==> config.mk <==
export PLATFORM = sky130hd
export DESIGN_NAME = serial_subtractor
export DESIGN_NICKNAME = d
export VERILOG_FILES = /design/src/rtl/serial_subtractor.sv
export SDC_FILE = /design/constraint.sdc
export NUM_CORES = 1
export LEC_CHECK = 0
export ABC_AREA = 0
export CORE_MARGIN = 2
export CORE_UTILIZATION = 50
export DETAILED_ROUTE_END_ITERATION = 16
export PLACE_DENSITY = 0.78
export RECOVER_POWER = 100
export SYNTH_ARGS = -nofsm -noshare
export SYNTH_HDL_FRONTEND = slang
export SYNTH_SLANG_ARGS = --single-unit
export TNS_END_PERCENT = 10
==> constraint.sdc <==
create_clock -name clk -period 1.8 [get_ports clk]
set_clock_uncertainty 0.1 [all_clocks]
set_input_delay 0.18 -clock clk [delete_from_list [all_inputs] [get_ports clk]]
set_output_delay 0.18 -clock clk [all_outputs]
set_load 0.005 [all_outputs]
==> src/rtl/serial_subtractor.sv <==
// Bit-serial WIDTH-bit subtractor: diff = a - b - b_in (mod 2^WIDTH) with borrow_out,
// one full-subtractor cell stepping LSB first, operands and results moved by valid/ready.
module serial_subtractor #(
   parameter int WIDTH = 8
) (
   input  logic             clk,
   input  logic             rst,
   input  logic             in_valid,
   output logic             in_ready,
   input  logic [WIDTH-1:0] a,
   input  logic [WIDTH-1:0] b,
   input  logic             b_in,
   output logic             out_valid,
   input  logic             out_ready,
   output logic [WIDTH-1:0] diff,
   output logic             borrow_out,
   output logic [1:0]       dbg_state
);

   // Handshake: a transfer happens on a rising edge where valid and ready are both high;
   // ready/valid are registered and depend only on state, never combinationally on inputs.

   localparam int CW = (WIDTH > 1) ? $clog2(WIDTH) : 1;

   typedef enum logic [1:0] {
      IDLE = 2'd0,
      RUN  = 2'd1,
      DONE = 2'd2
   } state_t;

   state_t           state;
   logic [WIDTH-1:0] a_sr;
   logic [WIDTH-1:0] b_sr;
   logic [WIDTH-1:0] res_sr;
   logic [WIDTH-1:0] res_next;
   logic             borrow;
   logic [CW-1:0]    count;
   logic             x;
   logic             y;
   logic             d;
   logic             c_next;

   always_comb begin
      x      = a_sr[0];
      y      = b_sr[0];
      d      = x ^ y ^ borrow;
      c_next = (~x & y) | (~(x ^ y) & borrow);
   end

   // Result bits enter at the MSB so the last bit computed lands in position WIDTH-1.
   generate
      if (WIDTH == 1) begin : g_res_one
         assign res_next = d;
      end else begin : g_res_wide
         assign res_next = {d, res_sr[WIDTH-1:1]};
      end
   endgenerate

   assign dbg_state = state;

   always_ff @(posedge clk) begin
      if (rst) begin
         state      <= IDLE;
         in_ready   <= 1'b1;
         out_valid  <= 1'b0;
         diff       <= '0;
         borrow_out <= 1'b0;
         count      <= '0;
         borrow     <= 1'b0;
         a_sr       <= '0;
         b_sr       <= '0;
         res_sr     <= '0;
      end else begin
         case (state)
            IDLE: begin
               if (in_valid) begin
                  a_sr     <= a;
                  b_sr     <= b;
                  borrow   <= b_in;
                  count    <= '0;
                  in_ready <= 1'b0;
                  state    <= RUN;
               end
            end
            RUN: begin
               a_sr   <= a_sr >> 1;
               b_sr   <= b_sr >> 1;
               res_sr <= res_next;
               borrow <= c_next;
               count  <= count + 1'b1;
               if (count == CW'(WIDTH - 1)) begin
                  diff       <= res_next;
                  borrow_out <= c_next;
                  out_valid  <= 1'b1;
                  state      <= DONE;
               end
            end
            DONE: begin
               // Returning to IDLE raises in_ready only after this edge.
               if (out_ready) begin
                  out_valid <= 1'b0;
                  in_ready  <= 1'b1;
                  state     <= IDLE;
               end
            end
            default: begin
               out_valid <= 1'b0;
               in_ready  <= 1'b1;
               state     <= IDLE;
            end
         endcase
      end
   end

endmodule

* Word-level counts from Yosys, hierarchy flattened *
Cells that the tools add are included.

operators by class
  $add $sub $neg = 1
  multiply operators = 0
  div/mod/pow operators = 0
  order comparisons = 0
  equal/unequal tests = 6
  shift operators = 0
  muxes and demuxes = 18
  bitwise operators = 9
  reduce and logical (&&, ||, !) cells = 7

operators with widths
  cell                                                 count
  case mux 8 bit (2 select lines)                      2
  two-way mux 8 bit                                    2
  AND reduction 3 bit                                  3
  two-way mux 2 bit                                    3
  != test 2 bit, second input constant                 3
  case mux 1 bit (3 select lines)                      2
  case mux 2 bit (3 select lines)                      1
  case mux 3 bit (2 select lines)                      1
  two-way mux 1 bit                                    5
  inverter 1 bit                                       4
  AND reduction 2 bit                                  2
  adder 3 x 1 -> 3 bit, second input constant          1
  equality test 3 bit, second input constant           1
  two-way mux 3 bit                                    1
  AND 1 bit                                            2
  equality test 2 x 1 -> 1 bit, second input constant  1
  equality test 2 bit, second input constant           1
  zero test 2 bit                                      1
  case mux 1 bit (2 select lines)                      1
  nonzero test 2 bit                                   1
  XOR 1 bit                                            2
  OR 1 bit                                             1

storage, ports and cells
  bits in registers = 41
  bits in latches = 0
  RAM bits = 0
  bits in read-only memories = 0
  input bits = 21
  logic and storage cells = 51
  memories kept = 0

* Longest topological paths before layout *
Gate-level depths: netlist (run 1).

  depth in word-level cells = 5
  depth in mapped cells = 6
  gate-level depth less buffers = 5

* Worst setup path after synthesis (run 1) *
OpenSTA, ideal clock, no wires.

  path type = reg-to-reg
  start point = reg count[0]
  end point = reg borrow_out
  arrival time = 1.216 ns
  data required time = 1.614 ns
  slack = 0.398 ns
  stages on the path, launching flop included = 6
  buffers on the path = 1
  cell sequence = dfxtp_1 > ha_1 > ha_1 > and3b_1 > buf_4 > a211oi_1

on the way
  longest elaborated chain between the ends = 2

ends and longest elaborated chain
  item                                  line  RTL
  from (decl)                           37    logic [CW-1:0] count;
  from (signal assigned)                90    count <= count + 1'b1;
  equality test 3 bit                   91    if (count == CW'(WIDTH - 1)) begin
  AND reduction 2 bit (no source line)  n/a
  to (signal assigned)                  93    borrow_out <= c_next;
  to (decl)                             16    output logic borrow_out,

No other way between the ends.
A chain may end at the register's enable or synchronous reset.

* Worst setup path in the final report (run 1) *
  start point = reg state[0], in the netlist dbg_state[0]
  end point = out dbg_state[0]

RTL lines
  item                    line  RTL
  from (decl)             31    state_t state;
  from (signal assigned)  63    state <= IDLE;
  from (signal assigned)  82    state <= RUN;
  from (signal assigned)  95    state <= DONE;
  to (decl)               17    output logic [1:0] dbg_state

No word-level cell between the ends.

==> results.cfg, run 1 <==
[clocking]
cts-root-buf = clkbuf_4
postCtsSetupBuffers = 0
h-tree-depth = 2
clock_latency_ns = 0.35
ctsHoldBuffers = 0
cts_tree = built
cts_max_path_buffers = 2
cts_buffers = 5
path_clk_slew_ns = 0.11
cts_resized = 1
cts.sinks = 40

[routing]
drt_iter0_drc = 87
dr_total_vias = 1493
wl_mm = 3.59
post_drt_via_cell_ratio = 5.51
drc = 0
first_pass_iters = 5
routedWlPerCell_um = 13.2
ant_nets = 0

[layout]
ff_latch_area_um2 = 802
multi_input_area_um2 = 754
n_antenna_cell = 0
layout.nets = 250
fillCellCount = 288
area_delta_synth_final_pct = 26.1
fin_area_mm2 = 0.00208
drive_gt1_share_pct = 7.49
utilization_pct = 66.9

[sta]
hold_viol = 0
setup_slack_ns = 0.100
setup-tns-final_ns = 0
tightest_slew_ns = 0.444
finalSetupViolCount = 0
slew_violations = 0
final.min_clock_period_ns = 1.70
slew_headroom_pct = 70.2
rsz0062_at_grt = no
finalCritPeriodShare_pct = 94.4
max_freq_mhz = 588

[placed_design]
dp_slack_ns = 0.141
hpwl_mm = 2.60
numPortBuffers = 33
post_dp_cell_area_mm2 = 0.00203
gp_congestion = 0.750

[floorplan]
core_area_mm2 = 0.00310
initial_utilization_pct = 53.1
rows = 20
die_h_um = 61.4
io_pins = 34
die_area_mm2 = 0.00377
die_w_um = 61.4

[yosys]
synth_edf_count = 0
yosys-top-cells-count = 40 x dfxtp_1, 31 x nor2_1, 30 x nand2_1
synthAdderAreaFrac_pct = 2.74
syn_area_per_cell_um2 = 8.58
ys_async_sr_fraction_pct = 0
synth-xor-area-share_pct = 0
synth-compound-area-share_pct = 25.2
ys_types = 32
synthCells = 192
yosys.area_share.simple_pct = 18.3
synth_mux_area_share_pct = 0
yosysMostFrequentCell = dfxtp_1
synth_area_leaders = dfxtp_1 49%, a211oi_1 7.3%, nor2_1 7.1%
synth_ff_type = dfxtp_1
yosys_warnings = 0
synth_seq_cells = 40
synth_top_family_by_area = compound AO/OA/AOI/OAI gates
synth_top_area_share_pct = 48.6
syn-num-nets = 216
yosysTopAreaCell = dfxtp_1
ys_seq_area_share_pct = 48.6
synth_area_mm2 = 0.00165

[global_routing]
grt_busiest_layer = met2
grt_pass1_vias = 1369
grt_max_degree = 41
use_met2_pct = 35.9
antenna_found_initial = 0
grt_util_met3_pct = 5.46
gr-total-overflow = 0
track_usage_pct = 21.9
use_met1_pct = 26.7
grt_pass1_wl_mm = 6.02

[setup_path]
path_buf_inv = 1
slowest_delay_ns = 0.56
end_kind = output port
crit_fanout = 9
crit_path_start_kind = flop
critPathTopFamily = buffers and inverters
worstPathArrival_ns = 1.42
required_ns = 1.52
path_class = flop to output port
worstPathCellList = clkdlybuf4s50_1
crit_slowest_cell = clkdlybuf4s50_1

[power]
irDropWorstVdd_v = 0.000491
power_mw = 1.66
powerDensity_mw_per_mm2 = 798
power_leakage_nw = 0.777

[outcome]
outcome = completed

[flow_run]
max_cap_violations = 0

[worst_hold_path]
worstHoldPathType = primary input to flop
metrics by stage:
step / instances / hold slack [ns]
global placement: 263 / 0.341
global route: 271 / 0.302
floorplan: 192 / 0.241
detailed placement: 263 / 0.347
finish: 271 / 0.304
CTS: 271 / 0.300
registers in the layout (all words and copies together), names as in the netlist:
signal	count
res_sr	7
in_ready	1
borrow_out	1
out_valid	1
b_sr	8
dbg_state	2
borrow	1
diff	8
a_sr	8
count	3
final timing paths:
path / start / endpoint / depth (start not counted) / slack (ns)
max: dbg_state[0]$_SDFFE_PP0P_ / dbg_state[0] / 1 / 0.10
min: b[7] / b_sr[7]$_SDFFE_PP0P_ / 3 / 0.30
max reg2reg: dbg_state[0]$_SDFFE_PP0P_ / borrow$_SDFFE_PP0P_ / 4 / 0.17
min reg2reg: diff[3]$_SDFFE_PP0P_ / diff[3]$_SDFFE_PP0P_ / 2 / 0.36
cells in the final DEF, fill, tap and decap left out, drive strengths merged, types with 2 or more instances in the layout:
cell type,count
clkdlybuf4s50,22
nand3,2
buf,6
a211oi,16
o2bb2ai,10
o22ai,4
a22oi,2
dfxtp,40
a21oi,19
ha,2
dlygate4sd3,11
nor2,31
nand2b,2
o21ai,4
nor2b,2
clkbuf,9
nand2,30
inv,3
layer usage:
| layer | vias up | part of all wire (%) |
|---|---|---|
| li1 | 739 | - |
| met1 | 701 | 43 |
| met2 | 46 | 49 |
| met3 | 7 | 5.9 |
| met4 | 0 | 2.1 |
| met5 | - | 0 |
cell type report:
cell class                      instances  area share [%]
Clock buffer                            8            2.83
Timing Repair Buffer                   40            18.9
Multi-Input combinational cell        135            36.3
Inverter                                4           0.723
Tap cell                               44            2.65
Sequential cell                        40            38.6
power breakdown:
group / total (mW) / internal [mW] / leakage [nW] / switching [mW]
Combinational: 0.226 / 0.116 / 0.417 / 0.110
Sequential: 0.956 / 0.929 / 0.328 / 0.0276
Clock: 0.477 / 0.193 / 0.0326 / 0.284
cell families after synthesis:
family | Yosys count
and+or+nand+nor | 72
buffers and inverters | 17
adders and majority gates | 3
DFF | 40
AOI/OAI and AO/OA | 60
No activity file was read; power rests on OpenSTA's default activity.
==> run 2, diff against run 1 <==
--- a/config.mk
+++ b/config.mk
@@ -8,7 +8,9 @@
 export ABC_AREA = 0
 export CORE_MARGIN = 2
 export CORE_UTILIZATION = 50
+export CTS_CLUSTER_SIZE = 40
 export DETAILED_ROUTE_END_ITERATION = 16
+export GPL_TIMING_DRIVEN = 1
 export PLACE_DENSITY = 0.78
 export RECOVER_POWER = 100
 export SYNTH_ARGS = -nofsm -noshare
==> constraint.sdc (replaced) <==
create_clock -name clk -period 1.88 [get_ports clk]
set_clock_uncertainty 0.1 [all_clocks]
set_input_delay 0.188 -clock clk [delete_from_list [all_inputs] [get_ports clk]]
set_output_delay 0.188 -clock clk [all_outputs]
set_load 0.005 [all_outputs]
==> run 2 against run 1 <==
Final area down 0.24%. Clock power is 17% higher. First-iteration DRC count down 10%. Highest routed layer unchanged. Combinational power fell by 9.7%. Register-to-register slack gained 0.10 ns.
==> results.cfg, run 2 (synthesis gave the netlist of run 1 again) <==
[routing]
wl_mm = 3.50
post_drt_via_cell_ratio = 5.42
ant_nets = 0
drc = 0
first_pass_iters = 4
routedWlPerCell_um = 13.0
dr_total_vias = 1459
drt_iter0_drc = 78

[flow_run]
max_cap_violations = 0

[layout]
n_antenna_cell = 0
area_delta_synth_final_pct = 25.8
layout.nets = 248
most-common-layout-cells = 38 x dfxtp_1, 31 x nor2_1, 30 x nand2_1
top_regs = a_sr: 8 flops, b_sr: 8 flops, diff: 8 flops
fillCellCount = 297
drive_gt1_share_pct = 7.56
layout_commonest_cell = dfxtp_1

[setup_path]
path_buf_inv = 1
path_class = flop to output port
required_ns = 1.59
worstPathArrival_ns = 1.45
critPathTopFamily = buffers and inverters
crit_fanout = 14
crit_path_start_kind = flop
crit_slowest_cell = dlygate4sd3_1
r2r-start = dbg_state[0]$_SDFFE_PP0P_
crit_start = dbg_state[0]$_SDFFE_PP0P_
slowest_delay_ns = 0.62
regToRegSetupSlack_ns = 0.27
end_kind = output port
worstPathCellList = dlygate4sd3_1

[power]
powerDensity_mw_per_mm2 = 811
irDropWorstVdd_v = 0.000518
power_leakage_nw = 0.784
power_mw = 1.68

[clocking]
cts-root-buf = clkbuf_4
cts_max_path_buffers = 2
cts.sinks = 40
cts_buffers = 5
cts_tree = built
path_clk_slew_ns = 0.12
clock_latency_ns = 0.35
h-tree-depth = 2

[floorplan]
rows = 20
core_area_mm2 = 0.00310
die_area_mm2 = 0.00377
initial_utilization_pct = 53.1
die_w_um = 61.4
io_pins = 34
die_h_um = 61.4

[placed_design]
gp_congestion = 0.796
numPortBuffers = 33
hpwl_mm = 2.40
dp_slack_ns = 0.177

[global_routing]
track_usage_pct = 20.9
grt_pass1_wl_mm = 5.67
grt_pass1_vias = 1298
gr-total-overflow = 0
grt_max_degree = 41
antenna_found_initial = 0

[sta]
rsz0062_at_grt = no
final.min_clock_period_ns = 1.73
slew_violations = 0
setup_slack_ns = 0.145
finalSetupViolCount = 0
tightest_slew_ns = 0.577
hold_viol = 0
slew_headroom_pct = 61.5
setup-tns-final_ns = 0
max_freq_mhz = 576
finalCritPeriodShare_pct = 92.3

[worst_hold_path]
worstHoldPathType = primary input to flop
min-delay-start = a[7]

[outcome]
outcome = completed
[run 2: changes by cell type in the layout (fill, tap and decap cells not counted), sizes merged]
cell           previous run  this run
dlygate4sd3              11        13
clkdlybuf4s50            22        20
bufinv                    0         1
clkinv                    1         2
clkbuf                    9         7
buf                       6         4
[run 2: tightest hold or removal path, delay by kind of cell]
family | cells | cell delay, ns
compound gates | 1 | 0.05
buf+inv | 1 | 0.40
simple gates | 1 | 0.08
[run 2: cell type report]
class | instances | area, um^2 | area share (%)
well taps | 44 | 55.1 | 2.66
inverters | 4 | 15.0 | 0.725
clock buffers | 6 | 41.3 | 1.99
repair buffers | 38 | 364 | 17.6
flip-flops and latches | 40 | 803 | 38.8
multi-input cells | 135 | 758 | 36.6
clock inverters | 2 | 35.0 | 1.69
[run 2: path summary, 6_finish.rpt]
check / to / cells after the start
worst max-delay path: dbg_state[0] / 1
worst min-delay path: a_sr[7]$_SDFFE_PP0P_ / 3
worst max register to register: borrow$_SDFFE_PP0P_ / 3
worst min register to register: diff[1]$_SDFFE_PP0P_ / 2
[run 2: report_power, final]
part	switching [mW]	leakage [nW]	total, mW	internal (mW)
logic	0.101	0.414	0.204	0.103
registers	0.0272	0.328	0.917	0.890
clock network	0.280	0.0422	0.559	0.279
[run 2: metal layers]
layer  global-route usage, %  part of all wire (%)  vias up  routed length [um]
met3                    6.51                   4.6        4                 160
met4                    8.21                   1.5        0                  52
met5                       0                     0        -                   0
li1                        -                     -      736                   -
met2                    35.9                    47       34                1660
met1                    24.2                    46      685                1620
[run 2: repair_timing]
item	CTS	global route
setup endpoints to repair	0	3
resized for setup	0	2
buffers inserted	0	0
hold buffers	0	0
[run 2: stage by stage]
| step | instances | hold slack (ns) | instance area, um^2 | util (%) |
|---|---|---|---|---|
| 6_report | 269 | 0.319 | 2070 | 66.8 |
| 5_1_grt | 269 | 0.324 | 2070 | 66.8 |
| 4_1_cts | 269 | 0.295 | 2080 | 66.9 |
| 3_5_place_dp | 261 | 0.351 | 2000 | 64.5 |
| 3_3_place_gp | 261 | 0.342 | 2000 | 64.5 |
| 2_1_floorplan | 192 | 0.249 | 1650 | - |
